## src/rtl/plot_sweep_controller.sv

```systemverilog
// plot_sweep_controller: drives stack_machine across every screen column and
// writes {in_range, row} per column into the renderer's Y buffer.
module plot_sweep_controller #(
    parameter int INTEGER_PART_WIDTH    = 8,
    parameter int FRACTIONAL_PART_WIDTH = 8,
    parameter int HOR_ACTIVE_PIXELS     = 640,
    parameter int VER_ACTIVE_PIXELS     = 480,
    parameter int TIMEOUT_CYCLES        = 4096,
    localparam int NW = INTEGER_PART_WIDTH + FRACTIONAL_PART_WIDTH,
    localparam int AW = $clog2(HOR_ACTIVE_PIXELS),
    localparam int RW = $clog2(VER_ACTIVE_PIXELS)
) (
    input  logic          clk,
    input  logic          rst,
    input  logic          expr_valid,
    input  logic          continuous,
    output logic          sm_start,
    output logic [NW-1:0] sm_x,
    input  logic          sm_ready,
    input  logic [NW-1:0] sm_y,
    output logic          buf_we,
    output logic [AW-1:0] buf_addr,
    output logic [RW:0]   buf_data,
    output logic          busy,
    output logic          sweep_done,
    output logic          error
);

    localparam int TW = $clog2(TIMEOUT_CYCLES);
    localparam logic [NW-1:0] VER_N      = NW'(VER_ACTIVE_PIXELS);
    localparam logic [RW-1:0] ROW_MAX    = RW'(VER_ACTIVE_PIXELS - 1);
    localparam logic [AW-1:0] COL_LAST   = AW'(HOR_ACTIVE_PIXELS - 1);
    // The ISSUE cycle is part of the wait budget, so WAIT gives up one early.
    localparam logic [TW-1:0] TIMER_LAST = TW'(TIMEOUT_CYCLES - 2);

    typedef enum logic [2:0] {
        IDLE, ISSUE, WAIT, WRITE, DONE, ERROR
    } state_t;

    state_t        state;
    logic [AW-1:0] col;
    logic [AW-1:0] col_nxt;
    logic [TW-1:0] timer;
    logic          pending;
    logic          restart;
    logic          y_in_range;
    logic [RW-1:0] y_row;

    assign col_nxt = col + AW'(1);
    assign restart = pending | expr_valid;

    always_comb begin
        y_in_range = !sm_y[NW-1] && (sm_y < VER_N);
        y_row      = '0;
        if (y_in_range) begin
            y_row = ROW_MAX - sm_y[RW-1:0];
        end
    end

    always_ff @(posedge clk or posedge rst) begin
        if (rst) begin
            state      <= IDLE;
            col        <= '0;
            timer      <= '0;
            pending    <= 1'b0;
            sm_start   <= 1'b0;
            sm_x       <= '0;
            buf_we     <= 1'b0;
            buf_addr   <= '0;
            buf_data   <= '0;
            busy       <= 1'b0;
            sweep_done <= 1'b0;
            error      <= 1'b0;
        end else begin
            sm_start   <= 1'b0;
            buf_we     <= 1'b0;
            sweep_done <= 1'b0;
            if (busy && expr_valid) begin
                pending <= 1'b1;
            end
            unique case (state)
                IDLE: begin
                    if (expr_valid) begin
                        col      <= '0;
                        sm_x     <= '0;
                        sm_start <= 1'b1;
                        busy     <= 1'b1;
                        pending  <= 1'b0;
                        state    <= ISSUE;
                    end
                end
                ISSUE: begin
                    timer <= '0;
                    state <= WAIT;
                end
                WAIT: begin
                    if (sm_ready) begin
                        buf_we   <= 1'b1;
                        buf_addr <= col;
                        buf_data <= {y_in_range, y_row};
                        state    <= WRITE;
                    end else if (timer == TIMER_LAST) begin
                        error   <= 1'b1;
                        busy    <= 1'b0;
                        pending <= 1'b0;
                        state   <= ERROR;
                    end else begin
                        timer <= timer + TW'(1);
                    end
                end
                WRITE: begin
                    if (restart) begin
                        pending  <= 1'b0;
                        col      <= '0;
                        sm_x     <= '0;
                        sm_start <= 1'b1;
                        state    <= ISSUE;
                    end else if (col == COL_LAST) begin
                        sweep_done <= 1'b1;
                        state      <= DONE;
                    end else begin
                        col      <= col_nxt;
                        sm_x     <= NW'(col_nxt);
                        sm_start <= 1'b1;
                        state    <= ISSUE;
                    end
                end
                DONE: begin
                    if (restart || continuous) begin
                        pending  <= 1'b0;
                        col      <= '0;
                        sm_x     <= '0;
                        sm_start <= 1'b1;
                        state    <= ISSUE;
                    end else begin
                        busy  <= 1'b0;
                        state <= IDLE;
                    end
                end
                ERROR: begin
                    pending <= 1'b0;
                end
                default: state <= IDLE;
            endcase
        end
    end

endmodule

```

## config.mk

```make
export PLATFORM = sky130hd
export DESIGN_NAME = plot_sweep_controller
export DESIGN_NICKNAME = d
export VERILOG_FILES = /design/src/rtl/plot_sweep_controller.sv
export SDC_FILE = /design/constraint.sdc
export NUM_CORES = 1
export LEC_CHECK = 0
export CORE_MARGIN = 3
export CORE_UTILIZATION = 50
export DETAILED_ROUTE_END_ITERATION = 16
export PLACE_DENSITY = 0.89
export SLEW_MARGIN = 10
export SYNTH_ARGS = -nofsm -noshare
export SYNTH_HDL_FRONTEND = slang
export SYNTH_SLANG_ARGS = --single-unit
export TNS_END_PERCENT = 100
```

## constraint.sdc

```tcl
create_clock -name clk -period 2.35 [get_ports clk]
set_input_delay 0.47 -clock clk [delete_from_list [all_inputs] [get_ports clk]]
set_output_delay 0.47 -clock clk [all_outputs]
set_load 0.1 [all_outputs]
```

==> results of run 1 <==
==> flip-flops by register name (all words and copies together) (netlist names) <==
name,flops
buf_data,10
buf_addr,10
timer,12
sm_x,10
sweep_done,1
busy,1
pending,1
sm_start,1
buf_we,1
state,3
error,1
==> power by group <==
part	switching, mW	internal [mW]	leakage (nW)	total, mW
sequential	0.0755	0.973	0.701	1.05
combinational	0.905	0.386	0.791	1.29
clock	0.294	0.350	0.0618	0.644
total	1.27	1.71	1.55	2.98
==> path summary, 6_finish.rpt <==
kind                       depth (start not counted)                     from  slack [ns]                      end
setup / recovery                                   5                 sm_ready        0.20    timer[11]$_DFFE_PP0P_
hold / removal                                     2  buf_addr[5]$_DFFE_PP0P_        0.49  buf_addr[5]$_DFFE_PP0P_
setup reg to reg                                   4     state[2]$_DFFE_PP0P_        0.35    timer[11]$_DFFE_PP0P_
hold reg to reg                                    2  buf_addr[5]$_DFFE_PP0P_        0.49  buf_addr[5]$_DFFE_PP0P_
max in group asynchronous                          3                      rst        1.60      sm_x[9]$_DFFE_PP0P_
min in group asynchronous                          3                      rst        0.52     timer[6]$_DFFE_PP0P_
==> worst max-delay path, cell delays in order <==
cell and delay, ns:
clkdlybuf4s50_1 0.43, or4b_1 0.50, or3_4 0.41, or4_1 0.40, o211a_1 0.14
==> through the flow <==
step | power (mW) | std cells | area [um^2]
5_1_grt | 3.133 | 394 | 3318
4_1_cts | 2.998 | 394 | 3318
2_1_floorplan | 2.016 | 265 | 2608
3_5_place_dp | 2.349 | 386 | 3197
3_3_place_gp | 2.316 | 386 | 3197
6_report | 2.984 | 394 | 3318
==> layout by cell type (no fill, tap or decap), types with 3 or more instances in the layout <==
cell type,synthesis,layout
mux2_2,7,7
mux2i_1,8,8
nand2_1,27,27
conb_1,1,6
o211ai_1,3,3
a21oi_1,3,3
nand3_1,16,16
o31ai_1,4,4
clkbuf_8,0,6
dfrtp_1,51,51
nand4_1,4,4
nor2_1,7,7
or4_1,4,4
clkdlybuf4s50_1,0,20
and4_1,5,5
and3_1,4,4
o21ai_0,24,24
or3_1,6,6
nor3_1,6,6
a211oi_1,7,7
ha_1,4,4
inv_1,15,14
buf_4,6,49
==> final cells by class <==
cell class,count,area (um^2)
clock buffers,6,82.58
fillers,385,1530
clock inverters,2,38.79
flip-flops and latches,51,1276
inverters,15,56.30
multi-input cells,183,1192
repair buffers,70,588.1
well taps,67,83.83
==> cell families (layout without fill, tap and decap cells) <==
| kind of cell | count (synthesis) | after routing | share of synthesized area, % |
|---|---|---|---|
| compound gates | 62 | 62 | 16.10 |
| xor+xnor | 2 | 2 | 0.6768 |
| fa+ha+maj | 4 | 4 | 1.933 |
| buf+inv | 31 | 93 | 5.365 |
| flops | 51 | 51 | 49.30 |
| mux | 15 | 15 | 6.139 |
| other cells | 1 | 6 | 0.1449 |
| simple gates | 94 | 94 | 20.35 |
==> routing by layer <==
layer	routed length [um]	vias up
met4	59	0
met3	314	6
met2	3082	48
met5	0	-
li1	-	1084
met1	2582	1089
==> flow_metrics.py, run 1 <==
metrics = {
    "clocking": {
        "cts_root_buffer": "clkbuf_8",
        "cts_resized": 0,
        "cts_setup_buffers": 0,
        "clk_path_buf_depth": 2,
        "cts_tree": "yes",
        "clock_latency_ns": 0.31,
        "clkTransAtPathRegs_ns": 0.09,
        "htree_levels": 2,
        "ctsHoldBuffers": 0,
        "numCtsBuffers": 5,
        "cts.sinks": 51,
    },
    "finish": {
        "diodes": 0,
        "area_growth_syn_to_layout_pct": 28.18,
        "final_util_pct": 68.44,
        "drive_gt1_share_pct": 21.41,
        "layout.nets": 351,
    },
    "floorplan": {
        "fp.dieH_um": 77.96,
        "fp.coreArea_mm2": 0.004848,
        "placementRows": 25,
        "die_area_mm2": 0.006077,
        "start_util_pct": 53.39,
        "io_pins": 62,
        "die_w_um": 77.96,
    },
    "drt": {
        "vias_per_cell": 5.652,
        "drc": 0,
        "route.vias.total": 2227,
        "ant_nets": 0,
        "wl_per_cell_um": 15.32,
        "drt_pass1_iterations": 4,
        "drt_wl_total_um": 6038,
        "drt_iter0_drc": 124,
    },
    "sta": {
        "hold_viol": 0,
        "fin_crit_ns": 2.147,
        "hold_slack_ns": 0.4938,
        "grt_setup_unrepaired": "false",
        "slew_violations": 0,
        "timing.final.ws_setup_ns": 0.2029,
        "clock.fmax_mhz": 465.7,
        "post-route-period-util_pct": 91.37,
        "fin_setup_tns_ns": 0,
        "setup_viol": 0,
        "clock_skew_ns": 0.005762,
    },
    "min_path": {
        "worstHoldPathType": "register to register",
    },
    "grt": {
        "gr-usage-met3_pct": 4.640,
        "grt_max_degree": 52,
        "grt_pass1_vias": 2146,
        "grt.total_usage_pct": 20.53,
        "top_usage_layer": "met2",
        "grt_use_met2_pct": 35.96,
        "grt_overflow": 0,
        "grt_pass1_wl_um": 10050,
        "antenna_found_initial": 0,
        "use_met1_pct": 25.34,
    },
    "placement": {
        "port-buffer-count": 55,
        "dp_worst_setup_slack_ns": -0.1150,
        "place_hpwl_um": 4508,
        "place_congestion": 0.8789,
    },
    "yosys": {
        "syn_area_mm2": 0.002589,
        "syn_inst": 260,
        "synth-edff-count": 0,
        "synth.most_common_cell": "dfrtp_1",
        "syn_area_per_cell_um2": 9.957,
        "synthFlopType": "dfrtp_1",
        "ys_ff_latch": 51,
        "synthArstFlopShare_pct": 100.0,
        "yosysWarnings": 0,
        "synth_area_leaders": "dfrtp_1 49%, o21ai_0 4.6%, nand2_1 3.9%",
        "seq_area_frac_synth_pct": 49.30,
        "yosysTopAreaCell": "dfrtp_1",
        "synthDistinctLibCells": 49,
        "netlist_top_cells_count": "51 x dfrtp_1, 27 x nand2_1, 24 x o21ai_0, 16 x nand3_1, 15 x inv_1",
        "synth_top_area_share_pct": 49.30,
    },
    "power_and_ir_drop": {
        "p_leak_nw": 1.553,
        "peakVddDrop_v": 0.0006268,
        "power_density_mw_per_mm2": 899.2,
    },
    "run_status": {
        "status": "finished, final reports clean",
    },
    "critical_path": {
        "critPathLaunchType": "input port",
        "cp-end-kind": "register",
        "cp.arrival_ns": 2.35,
        "criticalPathCategory": "input port to register",
        "cp.required_ns": 2.55,
        "critPathMaxFanout": 5,
    },
    "flow_run": {
        "cap_viol_max_count": 0,
    },
}
Power figures use the tool's default switching activity.
==> run 2: changes to the inputs <==
--- a/config.mk
+++ b/config.mk
@@ -9,6 +9,7 @@
 export CORE_UTILIZATION = 50
 export DETAILED_ROUTE_END_ITERATION = 16
 export PLACE_DENSITY = 0.89
+export REMOVE_ABC_BUFFERS = 1
 export SLEW_MARGIN = 10
 export SYNTH_ARGS = -nofsm -noshare
 export SYNTH_HDL_FRONTEND = slang
==> flow_metrics.py, run 2 (synthesized netlist as in run 1, its figures left out) <==
metrics = {
    "clocking": {
        "cts_tree": "yes",
        "clock_latency_ns": 0.30,
        "numCtsBuffers": 5,
        "clk_path_buf_depth": 2,
        "cts_resized": 0,
        "cts.sinks": 51,
        "ctsHoldBuffers": 0,
        "cts_setup_buffers": 0,
        "clkTransAtPathRegs_ns": 0.09,
        "cts_root_buffer": "clkbuf_8",
        "htree_levels": 2,
    },
    "sta": {
        "slew_violations": 0,
        "relSlewSlack_pct": 66.55,
        "grt_setup_unrepaired": "false",
        "fin_crit_ns": 2.192,
        "clock_skew_ns": 0.003701,
        "hold_viol": 0,
        "setup_viol": 0,
        "clock.fmax_mhz": 456.2,
        "post-route-period-util_pct": 93.29,
        "hold_slack_ns": 0.4709,
        "worstMarginPinSlew_ns": 0.5003,
    },
    "critical_path": {
        "cp.arrival_ns": 2.39,
        "critPathLaunchType": "input port",
        "critPathMaxFanout": 5,
        "criticalPathCategory": "input port to register",
        "cp.required_ns": 2.55,
        "cp-end-kind": "register",
    },
    "grt": {
        "grt.total_usage_pct": 21.03,
        "grt_pass1_wl_um": 10360,
        "antenna_found_initial": 0,
        "grt_overflow": 0,
        "grt_max_degree": 27,
        "grt_pass1_vias": 2189,
    },
    "drt": {
        "vias_per_cell": 5.703,
        "drt_wl_total_um": 6010,
        "route.vias.total": 2264,
        "drc": 0,
        "ant_nets": 0,
        "drt_pass1_iterations": 4,
        "drt_iter0_drc": 210,
        "wl_per_cell_um": 15.14,
    },
    "finish": {
        "finalNonFillerCells": 397,
        "final_util_pct": 67.82,
        "layout.nets": 354,
        "area_growth_syn_to_layout_pct": 27.02,
        "drive_gt1_share_pct": 21.52,
        "register_area_mm2": 0.001276,
        "diodes": 0,
        "fillerInstances": 375,
        "multiInputGateArea_mm2": 0.001192,
        "largest_reg_flops": 12,
        "layout_commonest_cell": "buf_4",
        "final_cell_mix": "53 x buf_4, 51 x dfrtp_1, 27 x nand2_1",
        "top_register": "timer",
    },
    "placement": {
        "place_hpwl_um": 4499,
        "place_congestion": 0.7920,
        "port-buffer-count": 55,
        "place_inst": 389,
    },
    "floorplan": {
        "placementRows": 25,
        "die_w_um": 77.96,
        "io_pins": 62,
        "fp.dieH_um": 77.96,
        "start_util_pct": 53.39,
        "die_area_mm2": 0.006077,
        "fp.coreArea_mm2": 0.004848,
    },
    "power_and_ir_drop": {
        "power_density_mw_per_mm2": 862.5,
        "p_leak_nw": 1.544,
        "peakVddDrop_v": 0.0004505,
    },
    "run_status": {
        "status": "finished, final reports clean",
    },
    "min_path": {
        "worstHoldPathType": "input port to async pin",
    },
    "flow_run": {
        "cap_viol_max_count": 0,
    },
}
==> run 2: final timing paths <==
kind | from | to | slack, ns | cells after the start
setup / recovery | sm_ready | timer[11]$_DFFE_PP0P_ | 0.16 | 5
hold reg to reg | error$_DFFE_PP0P_ | error$_DFFE_PP0P_ | 0.48 | 1
setup reg to reg | state[0]$_DFFE_PP0P_ | timer[11]$_DFFE_PP0P_ | 0.31 | 4
max in group asynchronous | rst | busy$_DFFE_PP0P_ | 1.31 | 3
hold / removal | rst | timer[1]$_DFFE_PP0P_ | 0.47 | 2
min in group clk | error$_DFFE_PP0P_ | error$_DFFE_PP0P_ | 0.48 | 1
==> run 2: area by class of cell <==
cell class / instances / area share, %
Inverter: 15 / 1.712
Clock inverter: 1 / 0.1522
Tap cell: 67 / 2.549
Multi-Input combinational cell: 183 / 36.26
Clock buffer: 7 / 2.321
Timing Repair Buffer: 73 / 18.19
Sequential cell: 51 / 38.81
==> run 2: power breakdown <==
part | switching (mW) | internal (mW) | total, mW
Combinational | 0.904 | 0.389 | 1.29
Sequential | 0.0765 | 0.973 | 1.05
Clock | 0.283 | 0.210 | 0.493
Total | 1.26 | 1.57 | 2.84
==> run 2: metrics by stage <==
stage	setup slack, ns	TNS (ns)	area (um^2)	total power, mW
2_1_floorplan	0.001132	0	2525	1.976
3_3_place_gp	-0.09242	-0.1016	3207	2.316
3_5_place_dp	-0.1560	-0.3242	3207	2.351
4_1_cts	0.1704	0	3288	2.845
5_1_grt	0.06940	0	3288	3.000
6_report	0.1578	0	3288	2.836
==> run 2: worst max-delay path, stage by stage <==
cell,delay [ns]
clkdlybuf4s50_1,0.42
or4b_1,0.52
or3_4,0.42
or4_1,0.41
o211a_1,0.14
==> run 2: per-layer routing <==
layer  up-vias  GRT usage, %  part of all wire, %
li1       1093             -                    -
met4         0         8.042                  1.8
met5         -             0                    0
met3        11         3.364                  5.8
met2        72         36.39                   51
met1      1088         26.34                   41
